`config.mk`:
```
export PLATFORM = sky130hd
export DESIGN_NAME = bin2bcd_seq_16_flat
export DESIGN_NICKNAME = d
export VERILOG_FILES = /design/src/rtl/bin2bcd_seq_16_if.sv /design/src/rtl/bin2bcd_seq_16.sv /design/src/flat_wrapper.sv
export SDC_FILE = /design/constraint.sdc
export NUM_CORES = 1
export LEC_CHECK = 0
export BUFFER_PORTS_ARGS = -buffer_cell sky130_fd_sc_hd__buf_2
export CAP_MARGIN = 20
export CORE_MARGIN = 8
export CORE_UTILIZATION = 59
export CTS_BUF_LIST = sky130_fd_sc_hd__clkbuf_4 sky130_fd_sc_hd__clkbuf_8
export CTS_CLUSTER_SIZE = 20
export DETAILED_ROUTE_END_ITERATION = 16
export PLACE_DENSITY = 0.82
export SLEW_MARGIN = 20
export SYNTH_ARGS = -nofsm -noshare
export SYNTH_HDL_FRONTEND = slang
export SYNTH_SLANG_ARGS = --single-unit
```
`constraint.sdc`:
```
create_clock -name clock -period 1.81 [get_ports clock]
set_input_delay 0.2715 -clock clock [delete_from_list [all_inputs] [get_ports clock]]
set_output_delay 0.2715 -clock clock [all_outputs]
set_load 0.005 [all_outputs]
```
`src/rtl/bin2bcd_seq_16_if.sv`:
```
// Handshake and result bundle for the sequential 16-bit binary-to-BCD converter.
// start/bin: a request is taken when start=1 on an edge while busy=0; no ready
// signal exists, a request raised while busy=1 is simply dropped.
interface bin2bcd_seq_16_if;
  logic        start;
  logic [15:0] bin;
  logic        busy;
  logic        done;
  logic [3:0]  BCD0;
  logic [3:0]  BCD1;
  logic [3:0]  BCD2;
  logic [3:0]  BCD3;
  logic [3:0]  BCD4;
  logic [1:0]  fsm_state;

  modport master (
    output start, bin,
    input  busy, done, BCD0, BCD1, BCD2, BCD3, BCD4, fsm_state
  );

  modport slave (
    input  start, bin,
    output busy, done, BCD0, BCD1, BCD2, BCD3, BCD4, fsm_state
  );
endinterface

```
`src/rtl/bin2bcd_seq_16.sv`:
```
// Sequential double-dabble converter: 16 adjust-and-shift steps turn a 16-bit
// binary value into five BCD digits, published together with a one-cycle done.
module bin2bcd_seq_16 (
  input  logic               clock,
  input  logic               reset,
  bin2bcd_seq_16_if.slave    bus
);

  typedef enum logic [1:0] {
    IDLE  = 2'd0,
    SHIFT = 2'd1,
    DONE  = 2'd2
  } state_t;

  state_t      state_q, state_d;
  logic [35:0] sr_q, sr_d;
  logic [35:0] adj;
  logic [4:0]  cnt_q, cnt_d;
  logic        load_out;

  // Digit fields live in bits 35:16; bits 15:0 hold the binary still to shift in.
  always_comb begin
    adj = sr_q;
    for (int i = 0; i < 5; i++) begin
      if (sr_q[16 + 4*i +: 4] >= 4'd5) begin
        adj[16 + 4*i +: 4] = sr_q[16 + 4*i +: 4] + 4'd3;
      end
    end
  end

  always_comb begin
    state_d  = state_q;
    sr_d     = sr_q;
    cnt_d    = cnt_q;
    load_out = 1'b0;
    case (state_q)
      IDLE: begin
        if (bus.start) begin
          sr_d    = {20'd0, bus.bin};
          cnt_d   = 5'd0;
          state_d = SHIFT;
        end
      end
      SHIFT: begin
        sr_d  = adj << 1;
        cnt_d = cnt_q + 5'd1;
        if (cnt_q == 5'd15) begin
          state_d = DONE;
        end
      end
      DONE: begin
        load_out = 1'b1;
        state_d  = IDLE;
      end
      default: begin
        state_d = IDLE;
      end
    endcase
  end

  always_ff @(posedge clock) begin
    if (reset) begin
      state_q  <= IDLE;
      sr_q     <= 36'd0;
      cnt_q    <= 5'd0;
      bus.done <= 1'b0;
      bus.BCD0 <= 4'd0;
      bus.BCD1 <= 4'd0;
      bus.BCD2 <= 4'd0;
      bus.BCD3 <= 4'd0;
      bus.BCD4 <= 4'd0;
    end else begin
      state_q  <= state_d;
      sr_q     <= sr_d;
      cnt_q    <= cnt_d;
      bus.done <= load_out;
      // Outputs only change here so intermediate shift values never leak out.
      if (load_out) begin
        bus.BCD0 <= sr_q[19:16];
        bus.BCD1 <= sr_q[23:20];
        bus.BCD2 <= sr_q[27:24];
        bus.BCD3 <= sr_q[31:28];
        bus.BCD4 <= sr_q[35:32];
      end
    end
  end

  assign bus.busy      = (state_q != IDLE);
  assign bus.fsm_state = state_q;

endmodule

```
`src/flat_wrapper.sv`:
```
// flat-port wrapper written by rule: the top's interface ports become plain ports
module bin2bcd_seq_16_flat 
  (clock, reset, bus_start, bus_bin, bus_busy, bus_done, bus_BCD0, bus_BCD1, bus_BCD2, bus_BCD3, bus_BCD4, bus_fsm_state);
  bin2bcd_seq_16_if bus_i ();
  input  logic clock;
  input  logic reset;
  input wire logic [$bits(bus_i.start)-1:0] bus_start;
  input wire logic [$bits(bus_i.bin)-1:0] bus_bin;
  output wire logic [$bits(bus_i.busy)-1:0] bus_busy;
  output wire logic [$bits(bus_i.done)-1:0] bus_done;
  output wire logic [$bits(bus_i.BCD0)-1:0] bus_BCD0;
  output wire logic [$bits(bus_i.BCD1)-1:0] bus_BCD1;
  output wire logic [$bits(bus_i.BCD2)-1:0] bus_BCD2;
  output wire logic [$bits(bus_i.BCD3)-1:0] bus_BCD3;
  output wire logic [$bits(bus_i.BCD4)-1:0] bus_BCD4;
  output wire logic [$bits(bus_i.fsm_state)-1:0] bus_fsm_state;
  assign bus_i.start = bus_start;
  assign bus_i.bin = bus_bin;
  assign bus_busy = bus_i.busy;
  assign bus_done = bus_i.done;
  assign bus_BCD0 = bus_i.BCD0;
  assign bus_BCD1 = bus_i.BCD1;
  assign bus_BCD2 = bus_i.BCD2;
  assign bus_BCD3 = bus_i.BCD3;
  assign bus_BCD4 = bus_i.BCD4;
  assign bus_fsm_state = bus_i.fsm_state;
  bin2bcd_seq_16 u_core (.clock(clock), .reset(reset), .bus(bus_i));
endmodule
```
==> results by group, run 1 <==
Layout
  – Commonest non-fill, non-tap cell in the layout: dfxtp_1
  – Number of fill cells: 373
  – Most frequent cells in the layout: dfxtp_1 (64), nor2_1 (59), a21oi_1 (50)
  – Multi-input logic area: 0.00146 mm2
  – Synth-to-Final Area Change: 17.2%
  – Share of layout cells above drive strength 1: 0.178
  – # diodes: 0
  – Register area: 0.00128 mm2
  – Nets: 436

Global route
  – Remaining Overflow, GRT: 0
  – Total track usage: 0.172
  – Initial antenna violation count: 0
  – Global-route wire length before repair: 10400 um
  – Vias in the first global route: 2353
  – Largest net degree at the start of global routing: 34

Setup path
  – Slowest cell on crit path: dfxtp_1
  – Setup crit end: bus_busy
  – WP buf/inv: 2
  – Crit. Startpoint: u_core.bus.fsm_state[1]$_SDFFE_PP0P_
  – Max Fanout on Critical Path: 22
  – Crit path max-delay family: buffers and inverters
  – Worst Setup End Kind: primary output
  – Reg2Reg Depth: 6
  – CP required: 1540 ps
  – Reg-to-Reg End: u_core.sr_q[18]$_SDFFE_PP0P_
  – Reg2reg start: u_core.sr_q[17]$_SDFFE_PP0P_
  – Startpoint Class: register
  – Crit Path Class: reg -> out
  – Instance count on the critical path: 3
  – Arrival time worst endpoint: 1320 ps
  – CP cell instances: buf_4 > or2_2 > buf_2
  – Worst R2R Setup Slack: 250 ps
  – CP peak stage delay: 330 ps

STA
  – RSZ-0062 raised after global routing: false
  – Worst-Margin Slew: 884 ps
  – Final min period: 1590 ps
  – Total negative slack: 0 ps
  – Final setup viols: 0
  – Post-Route Skew: 5.96 ps
  – Fin crit share: 0.878
  – Slew headroom: 0.409
  – Final hold vios: 0
  – Pins Over Slew Limit: 0
  – Fmax: 629 MHz
  – Hold_ws: 342 ps

Run status
  – Status: finished clean

Clock network
  – CTS max path bufs: 2
  – Clock Tree Root: clkbuf_8
  – H-tree depth: 3
  – Setup bufs post-CTS: 0
  – Clk sinks: 64
  – TritonCTS buffer count: 9
  – CTS Hold Buffers Added: 0
  – Worst-Skew Late Latency: 340 ps
  – # resized after CTS: 0
  – CTS tree: built
  – CTS clk-pin slew, worst paths: 70 ps

Detailed routing
  – Drt via density: 5.24
  – Post-route ant nets: 0
  – DR iter-0 viols: 147
  – First-pass DRT Iterations: 4
  – Vias: 2500
  – Average wire per standard cell: 12.6 um
  – Residual DRC: 0
  – Drt total wl: 6010 um

Place
  – # port buffers: 42
  – DP HPWL: 4040 um
  – Gpl congestion: 0.795

Synthesis
  – Largest family of logic cells by synthesized area: simple AND/OR/NAND/NOR gates
  – Avg Inst Size Synth: 7.95 um2
  – Synthesized cell area: 0.00289 mm2
  – Synth Area in Adders: 0.0519
  – Area share of and/or/nand/nor cells after synthesis: 0.252
  – Post-synth net total: 395
  – Post-synthesis mux area share: 0.0173
  – Synth warnings: 0
  – Xor/xnor cell area share of the yosys netlist: 0.0242
  – Synth top area share: 0.443
  – Top cells by area, synth: dfxtp_1 (44%), a21oi_1 (8.6%), nor2_1 (7.7%), nand2_1 (5.3%), ha_1 (5.2%)
  – Synth Register Bits: 64
  – Gate Count Post-Synth: 364
  – Synth area leader: dfxtp_1
  – Yosys cell types: 30
  – Register area share after synthesis: 0.443
  – Compound-cell area share of the yosys netlist: 0.159

Flow run
  – Max cap viols: 0

Die
  – Die width: 86.0 um
  – Die Area: 0.00740 mm2
  – I/O Pins: 43
  – Die height: 86.0 um
  – Initial core utilization: 0.613
  – Core Rows: 25
  – Core footprint: 0.00472 mm2

Pwr
  – Combinational Power Share: 0.073
  – Overall power: 3060 uW
  – P_sw: 701 uW
  – VDD IR-drop max: 0.598 mV
  – Sequential power share: 0.479
  – Clock network power share: 0.449
  – Sw frac: 0.229
  – Cell-internal power: 2360 uW
  – Pleak: 0.00144 uW
  – Pwr dens: 904 mW/mm2

Worst hold path
  – Hold Crit Depth: 5
  – Worst Hold Class: in -> reg
## synth_stat cells
cell,n
nor2b_1,17
inv_1,11
xor2_1,3
mux2i_1,5
or2_2,2
a22oi_1,2
nand3_1,7
clkbuf_1,10
dfxtp_1,64
o21ai_0,10
xnor2_1,5
or4b_1,1
nor2_1,59
or3_1,1
buf_2,12
a32oi_1,1
a22o_1,13
nor3_1,20
a31oi_1,1
buf_6,1
a211oi_1,2
nand2b_1,8
and3_1,1
and2_1,1
nand3b_1,2
buf_1,1
a21oi_1,50
ha_1,12
nor2_2,1
nand2_1,41
## worst min path at each step
stage                                 endpoint  slack (ps)                            start
3_5_place_dp   u_core.bus.BCD1[3]$_SDFFE_PP0P_         440  u_core.bus.BCD1[3]$_SDFFE_PP0P_
5_1_grt            u_core.sr_q[3]$_SDFFE_PP0P_         360                       bus_bin[3]
2_1_floorplan  u_core.bus.BCD4[3]$_SDFFE_PP0P_         440     u_core.sr_q[35]$_SDFFE_PP0P_
4_1_cts            u_core.sr_q[7]$_SDFFE_PP0P_         340                       bus_bin[7]
6_report           u_core.sr_q[2]$_SDFFE_PP0P_         340                       bus_bin[2]
3_3_place_gp   u_core.bus.BCD4[1]$_SDFFE_PP0P_         440  u_core.bus.BCD4[1]$_SDFFE_PP0P_
## worst reg2reg max path, stage by stage, from the launching register on
cell	delay [ps]
dfxtp_1	390
inv_1	90
ha_1	180
nand2b_1	140
a21oi_1	310
mux2i_1	130
a22o_1	200
## layer usage
metal | global-route usage | part of all wire
met5 | 0 | 0
met4 | 0.0892 | 0.016
met1 | 0.199 | 0.46
met2 | 0.289 | 0.48
met3 | 0.0372 | 0.042
## cell families after synthesis
| group | after synthesis |
|---|---|
| AO/OA/AOI/OAI | 79 |
| XOR/XNOR | 8 |
| adder cells (fa/ha/maj) | 12 |
| buffers and inverters | 35 |
| flip-flops | 64 |
| multiplexers | 5 |
| AND/OR/NAND/NOR | 161 |
## flip-flops by register name, summed over array words and instances (netlist names)
| name | count |
|---|---|
| u_core.bus.BCD3 | 4 |
| u_core.bus.fsm_state | 2 |
| u_core.cnt_q | 5 |
| u_core.bus.BCD4 | 4 |
| u_core.bus.BCD0 | 4 |
| u_core.bus.BCD2 | 4 |
| u_core.bus.BCD1 | 4 |
| u_core.sr_q | 36 |
| u_core.bus.done | 1 |
## final cells by class
type | instances | share of cell area
multi-input combinational | 265 | 0.430
sequential | 64 | 0.378
timing repair buffer | 54 | 0.0886
clock buffer | 11 | 0.0428
tap | 67 | 0.0247
clock inverter | 5 | 0.0236
inverter | 11 | 0.0122
## power groups by stage
stage / Clock [uW] / Combinational (uW) / Sequential, uW
global placement: 0 / 216 / 1500
finish: 1370 / 223 / 1470
floorplan: 0 / 163 / 1490
global route: 1470 / 253 / 1470
CTS: 1390 / 224 / 1470
detailed placement: 0 / 220 / 1500
## through the flow
stage / cell area (um2) / worst slack [ps] / instances / util
6_report: 3390 / 221 / 477 / 0.718
5_1_grt: 3390 / 131 / 477 / 0.718
4_1_cts: 3390 / 214 / 477 / 0.718
3_5_place_dp: 3170 / 219 / 461 / 0.670
3_3_place_gp: 3170 / 303 / 461 / 0.670
2_1_floorplan: 2890 / 443 / 364 / -
No activity file was read; power rests on OpenSTA's default activity.
==> inputs of run 2 (changes only) <==
--- a/constraint.sdc
+++ b/constraint.sdc
@@ -3,2 +3,2 @@
 set_output_delay 0.2715 -clock clock [all_outputs]
-set_load 0.005 [all_outputs]
+set_load 0.02 [all_outputs]
==> run 2 against run 1 <==
Effect of this change: global-route usage rose by 0.39 points; via count fell by 1.1%; setup slack lost 22 ps; clock power fell by 20%; combinational power is essentially flat; first-iteration DRC count fell by 20%; critical path type unchanged; sequential share of layout area up 0.58 points; sequential power about the same; die area unchanged.
==> results by group, run 2 (synthesis results as in run 1) <==
Setup path
  – CP peak stage delay: 350 ps (was 330 ps)
  – Crit path max-delay family: buffers and inverters (unchanged)
  – CP cell instances: buf_4 > or2_2 > buf_2 (unchanged)
  – Slowest cell on crit path: dfxtp_1 (unchanged)
  – Worst Setup End Kind: primary output (unchanged)
  – Setup crit end: bus_busy (unchanged)
  – Reg-to-Reg End: u_core.sr_q[24]$_SDFFE_PP0P_ (was u_core.sr_q[18]$_SDFFE_PP0P_)
  – Crit. Startpoint: u_core.bus.fsm_state[1]$_SDFFE_PP0P_ (unchanged)
  – Worst R2R Setup Slack: 300 ps (was 250 ps)
  – Reg2reg start: u_core.bus.fsm_state[0]$_SDFFE_PP0P_ (was u_core.sr_q[17]$_SDFFE_PP0P_)
  – Instance count on the critical path: 3 (unchanged)
  – Startpoint Class: register (unchanged)
  – Crit Path Class: reg -> out (unchanged)
  – WP buf/inv: 2 (unchanged)
  – CP required: 1540 ps (about the same)
  – Max Fanout on Critical Path: 14 (was 22)
  – Arrival time worst endpoint: 1340 ps (was 1320 ps)
  – Reg2Reg Depth: 4 (was 6)

Global route
  – Vias in the first global route: 2418 (was 2353)
  – Global-route wire length before repair: 10600 um (was 10400 um)
  – Largest net degree at the start of global routing: 52 (was 34)
  – Total track usage: 0.176 (was 0.172)
  – Remaining Overflow, GRT: 0 (unchanged)
  – Initial antenna violation count: 0 (unchanged)

Place
  – Gpl congestion: 0.789 (was 0.795)
  – Cell area after placement: 0.00317 mm2 (about the same)
  – Cell Count Post-Placement: 462 (was 461)
  – Placement Setup Slack: 261 ps (was 219 ps)
  – DP HPWL: 4070 um (was 4040 um)
  – # port buffers: 42 (unchanged)

Detailed routing
  – First-pass DRT Iterations: 4 (unchanged)
  – Drt via density: 5.22 (was 5.24)
  – Post-route ant nets: 0 (unchanged)
  – Drt total wl: 5940 um (was 6010 um)
  – DR iter-0 viols: 118 (was 147)
  – Vias: 2473 (was 2500)
  – Residual DRC: 0 (unchanged)
  – Average wire per standard cell: 12.5 um (was 12.6 um)

STA
  – Final setup viols: 0 (unchanged)
  – Slew headroom: 0.418 (was 0.409)
  – Pins Over Slew Limit: 0 (unchanged)
  – Final hold vios: 0 (unchanged)
  – Fmax: 621 MHz (was 629 MHz)
  – Final min period: 1610 ps (was 1590 ps)
  – Post-Route Skew: 6.69 ps (was 5.96 ps)
  – Fin crit share: 0.890 (was 0.878)
  – RSZ-0062 raised after global routing: false (unchanged)
  – Total negative slack: 0 ps (unchanged)
  – Worst-Margin Slew: 870 ps (was 884 ps)
  – Slack of the critical path: 199 ps (was 221 ps)

Die
  – Initial core utilization: 0.613 (unchanged)
  – Die width: 86.0 um (unchanged)
  – Core Rows: 25 (unchanged)
  – Die height: 86.0 um (unchanged)
  – Core footprint: 0.00472 mm2 (unchanged)
  – Die Area: 0.00740 mm2 (unchanged)
  – I/O Pins: 43 (unchanged)

Pwr
  – Pwr dens: 833 mW/mm2 (was 904 mW/mm2)
  – Sequential power share: 0.527 (was 0.479)
  – Combinational Power Share: 0.081 (was 0.073)
  – Sw frac: 0.225 (was 0.229)
  – Pleak: 0.00142 uW (was 0.00144 uW)
  – Clock network power share: 0.392 (was 0.449)
  – Cell-internal power: 2160 uW (was 2360 uW)
  – P_sw: 625 uW (was 701 uW)
  – VDD IR-drop max: 0.542 mV (was 0.598 mV)

Clock network
  – # resized after CTS: 0 (unchanged)
  – Clock Tree Root: clkbuf_8 (unchanged)
  – CTS clk-pin slew, worst paths: 60 ps (was 70 ps)
  – Clk sinks: 64 (unchanged)
  – H-tree depth: 3 (unchanged)
  – TritonCTS buffer count: 9 (unchanged)
  – CTS tree: built (unchanged)
  – CTS max path bufs: 2 (unchanged)
  – Worst-Skew Late Latency: 330 ps (was 340 ps)
  – Setup bufs post-CTS: 0 (unchanged)
  – CTS Hold Buffers Added: 0 (unchanged)

Layout
  – Multi-input logic area: 0.00146 mm2 (unchanged)
  – Synth-to-Final Area Change: 15.4% (was 17.2%)
  – Utilization after layout: 0.707 (was 0.718)
  – Share of layout cells above drive strength 1: 0.172 (was 0.178)
  – # diodes: 0 (unchanged)
  – Most frequent cells in the layout: dfxtp_1 (64), nor2_1 (59), a21oi_1 (50) (unchanged)
  – Commonest non-fill, non-tap cell in the layout: dfxtp_1 (unchanged)
  – Most flop-heavy register: u_core.sr_q (unchanged)
  – Max reg flops: 36 (unchanged)
  – Nets: 437 (was 436)
  – Post-route cell area: 0.00334 mm2 (was 0.00339 mm2)
  – Register area: 0.00128 mm2 (unchanged)
  – Top flop regs: u_core.sr_q x36, u_core.cnt_q x5 (unchanged)
  – Number of fill cells: 375 (was 373)
  – Non-filler cells, final: 474 (was 477)

Worst hold path
  – Hold Crit Depth: 5 (unchanged)
  – Worst Hold Class: in -> reg (unchanged)

Run status
  – Status: finished clean (unchanged)

Flow run
  – Max cap viols: 0 (unchanged)
## run 2: cell types whose count changed in the layout (fill, tap and decap cells not counted), sizes merged
cell,delta
clkinvlp,-2
clkbuf,-1
buf,+1
bufinv,-1
## run 2: worst reg2reg max path: stages (launching register included)
cell and delay, ps:
dfxtp_1 320, nor2_1 150, nor2_2 50, nor2_1 660, a22o_1 260
## run 2: final cells by class
cell class	instances	area share
flip-flops and latches	64	0.384
clock inverters	2	0.0105
multi-input cells	265	0.437
inverters	11	0.0124
well taps	67	0.0251
repair buffers	55	0.0922
clock buffers	10	0.0393
## run 2: stage by stage
stage / hold slack (ps) / total power [uW]
after global placement: 440 / 1720
after floorplan: 441 / 1660
after CTS: 340 / 2810
final: 349 / 2780
after global routing: 362 / 2910
after detailed placement: 443 / 1720
## run 2: routing by layer
| layer | share of wire | track usage | vias up |
|---|---|---|---|
| met5 | 0 | 0 | - |
| met4 | 0.021 | 0.102 | 0 |
| met2 | 0.49 | 0.299 | 47 |
| met3 | 0.041 | 0.0315 | 11 |
| met1 | 0.45 | 0.201 | 1119 |
| li1 | - | - | 1296 |
## run 2: worst min path at each step
| stage | startpoint | endpoint |
|---|---|---|
| after detailed placement | u_core.bus.BCD3[2]$_SDFFE_PP0P_ | u_core.bus.BCD3[2]$_SDFFE_PP0P_ |
| after CTS | bus_bin[9] | u_core.sr_q[9]$_SDFFE_PP0P_ |
| after global placement | u_core.bus.BCD4[1]$_SDFFE_PP0P_ | u_core.bus.BCD4[1]$_SDFFE_PP0P_ |
| after floorplan | u_core.sr_q[35]$_SDFFE_PP0P_ | u_core.bus.BCD4[3]$_SDFFE_PP0P_ |
| after global routing | bus_bin[3] | u_core.sr_q[3]$_SDFFE_PP0P_ |
| final | bus_bin[6] | u_core.sr_q[6]$_SDFFE_PP0P_ |
## run 2: power groups by stage
stage | logic (uW) | clock network, uW | registers, uW
2_1_floorplan | 165 | 0 | 1500
3_3_place_gp | 220 | 0 | 1500
3_5_place_dp | 224 | 0 | 1500
4_1_cts | 226 | 1120 | 1470
5_1_grt | 259 | 1180 | 1470
6_report | 225 | 1090 | 1470
==> inputs of run 3 (changes only) <==
- BUFFER_PORTS_ARGS: -buffer_cell sky130_fd_sc_hd__buf_2 -> -buffer_cell sky130_fd_sc_hd__buf_4
- CTS_CLUSTER_DIAMETER: default -> 50
==> run 3 against run 2 <==
Effect of this change: clock skew fell by 2.2 ps; total power rose by 11%; critical path depth did not move; first-iteration DRC count fell by 19%.
==> results by group, run 3 (synthesis results as in run 1) <==
Die
  – Initial core utilization: 0.613 (unchanged)
  – Die height: 86.0 um (unchanged)
  – Core footprint: 0.00472 mm2 (unchanged)
  – Die Area: 0.00740 mm2 (unchanged)
  – I/O Pins: 43 (unchanged)
  – Core Rows: 25 (unchanged)
  – Die width: 86.0 um (unchanged)

Layout
  – Share of layout cells above drive strength 1: 0.168 (was 0.172)
  – Most flop-heavy register: u_core.sr_q (unchanged)
  – # diodes: 0 (unchanged)
  – Synth-to-Final Area Change: 19.7% (was 15.4%)
  – Nets: 432 (was 437)
  – Commonest non-fill, non-tap cell in the layout: dfxtp_1 (unchanged)
  – Most frequent cells in the layout: dfxtp_1 (64), nor2_1 (59), a21oi_1 (50), buf_4 (50), nand2_1 (41) (was dfxtp_1 (64), nor2_1 (59), a21oi_1 (50))
  – Max reg flops: 36 (unchanged)
  – Top flop regs: u_core.sr_q x36, u_core.cnt_q x5 (unchanged)

Pwr
  – P_sw: 689 uW (was 625 uW)
  – Sequential power share: 0.475 (was 0.527)
  – VDD IR-drop max: 0.592 mV (was 0.542 mV)
  – Combinational Power Share: 0.076 (was 0.081)
  – Pwr dens: 892 mW/mm2 (was 833 mW/mm2)
  – Pleak: 0.00144 uW (was 0.00142 uW)
  – Cell-internal power: 2400 uW (was 2160 uW)
  – Sw frac: 0.223 (was 0.225)
  – Overall power: 3090 uW (was 2780 uW)
  – Clock network power share: 0.449 (was 0.392)

Clock network
  – Setup bufs post-CTS: 0 (unchanged)
  – CTS max path bufs: 2 (unchanged)
  – # resized after CTS: 0 (unchanged)
  – CTS clk-pin slew, worst paths: 60 ps (about the same)
  – Worst-Skew Late Latency: 340 ps (was 330 ps)
  – H-tree depth: 3 (unchanged)
  – TritonCTS buffer count: 9 (unchanged)
  – Clk sinks: 64 (unchanged)
  – Clock Tree Root: clkbuf_8 (unchanged)
  – CTS tree: built (unchanged)
  – CTS Hold Buffers Added: 0 (unchanged)

Setup path
  – Arrival time worst endpoint: 1400 ps (was 1340 ps)
  – Worst Setup End Kind: primary output (unchanged)
  – CP cell instances: buf_4 > or2_2 > buf_4 (was buf_4 > or2_2 > buf_2)
  – CP peak stage delay: 350 ps (about the same)
  – Startpoint Class: register (unchanged)
  – Max Fanout on Critical Path: 35 (was 14)
  – Crit path max-delay family: buffers and inverters (unchanged)
  – Slowest cell on crit path: dfxtp_1 (unchanged)
  – WP buf/inv: 2 (unchanged)
  – CP required: 1540 ps (about the same)
  – Crit Path Class: reg -> out (unchanged)
  – Most frequent CP cell: buf_4

Global route
  – Global-route wire length before repair: 11000 um (was 10600 um)
  – Initial antenna violation count: 0 (unchanged)
  – Largest net degree at the start of global routing: 39 (was 52)
  – Total track usage: 0.187 (was 0.176)
  – Vias in the first global route: 2446 (was 2418)
  – Remaining Overflow, GRT: 0 (unchanged)

Place
  – Gpl congestion: 0.781 (was 0.789)
  – # port buffers: 42 (unchanged)
  – Placement Setup Slack: 136 ps (was 261 ps)
  – DP HPWL: 4160 um (was 4070 um)

STA
  – Pins Over Slew Limit: 0 (unchanged)
  – Total negative slack: 0 ps (unchanged)
  – Worst-Margin Slew: 961 ps (was 870 ps)
  – Slack of the critical path: 137 ps (was 199 ps)
  – RSZ-0062 raised after global routing: false (unchanged)
  – Fin crit share: 0.924 (was 0.890)
  – Final setup viols: 0 (unchanged)
  – Slew headroom: 0.357 (was 0.418)
  – Fmax: 598 MHz (was 621 MHz)
  – Final min period: 1670 ps (was 1610 ps)
  – Final hold vios: 0 (unchanged)
  – Post-Route Skew: 4.49 ps (was 6.69 ps)
  – Hold_ws: 232 ps (was 349 ps)

Detailed routing
  – First-pass DRT Iterations: 5 (was 4)
  – Drt total wl: 6500 um (was 5940 um)
  – Post-route ant nets: 0 (unchanged)
  – DR iter-0 viols: 96 (was 118)
  – Drt via density: 5.36 (was 5.22)
  – Average wire per standard cell: 13.8 um (was 12.5 um)
  – Residual DRC: 0 (unchanged)
  – Vias: 2531 (was 2473)

Flow run
  – Max cap viols: 0 (unchanged)

Worst hold path
  – Worst Hold Class: in -> reg (unchanged)

Run status
  – Status: finished clean (unchanged)
## run 3: cell count changes in the layout (fill, tap and decap cells not counted)
cell,delta
buf_2,-42
buf_4,+37
bufinv_16,+1
clkbuf_8,+2
## run 3: area by class of cell
class / count / area (um2)
Multi-Input combinational cell: 265 / 1460
Sequential cell: 64 / 1280
Fill cell: 399 / 1260
Timing Repair Buffer: 50 / 375
Clock buffer: 12 / 159
Tap cell: 67 / 83.8
Clock inverter: 3 / 65.1
Inverter: 11 / 41.3
## run 3: through the flow
stage                     area (um2)  instances  utilization
after floorplan                 2890        364            -
after global placement          3240        457        0.686
after detailed placement        3240        457        0.686
after CTS                       3460        472        0.734
after global routing            3460        472        0.734
final                           3460        472        0.734
## run 3: worst paths after layout
check / from / end / slack (ps) / cells after the start
max: u_core.bus.fsm_state[0]$_SDFFE_PP0P_ / bus_busy / 140 / 3
min: reset / u_core.sr_q[19]$_SDFFE_PP0P_ / 230 / 2
max reg2reg: u_core.bus.fsm_state[0]$_SDFFE_PP0P_ / u_core.sr_q[34]$_SDFFE_PP0P_ / 230 / 4
min reg2reg: u_core.bus.BCD1[3]$_SDFFE_PP0P_ / u_core.bus.BCD1[3]$_SDFFE_PP0P_ / 450 / 2
## run 3: worst register-to-register path, cell delays in order (launching register included)
cell,delay (ps)
dfxtp_1,350
nor2_1,170
nor2_2,50
nor2_1,690
a22o_1,270
## run 3: power groups by stage
stage	clock [uW]	combinational, uW	sequential [uW]
6_report	1390	235	1470
3_3_place_gp	0	225	1500
2_1_floorplan	0	165	1500
3_5_place_dp	0	232	1500
5_1_grt	1470	266	1470
4_1_cts	1410	235	1470
## run 3: per-layer routing
metal,vias to the layer above,global-route usage,wire length (um),share of wire
met5,-,0,0,0
met4,0,0.0971,112,0.017
met3,13,0.0630,360,0.055
met2,57,0.309,3190,0.49
met1,1172,0.207,2830,0.44
li1,1289,-,-,-
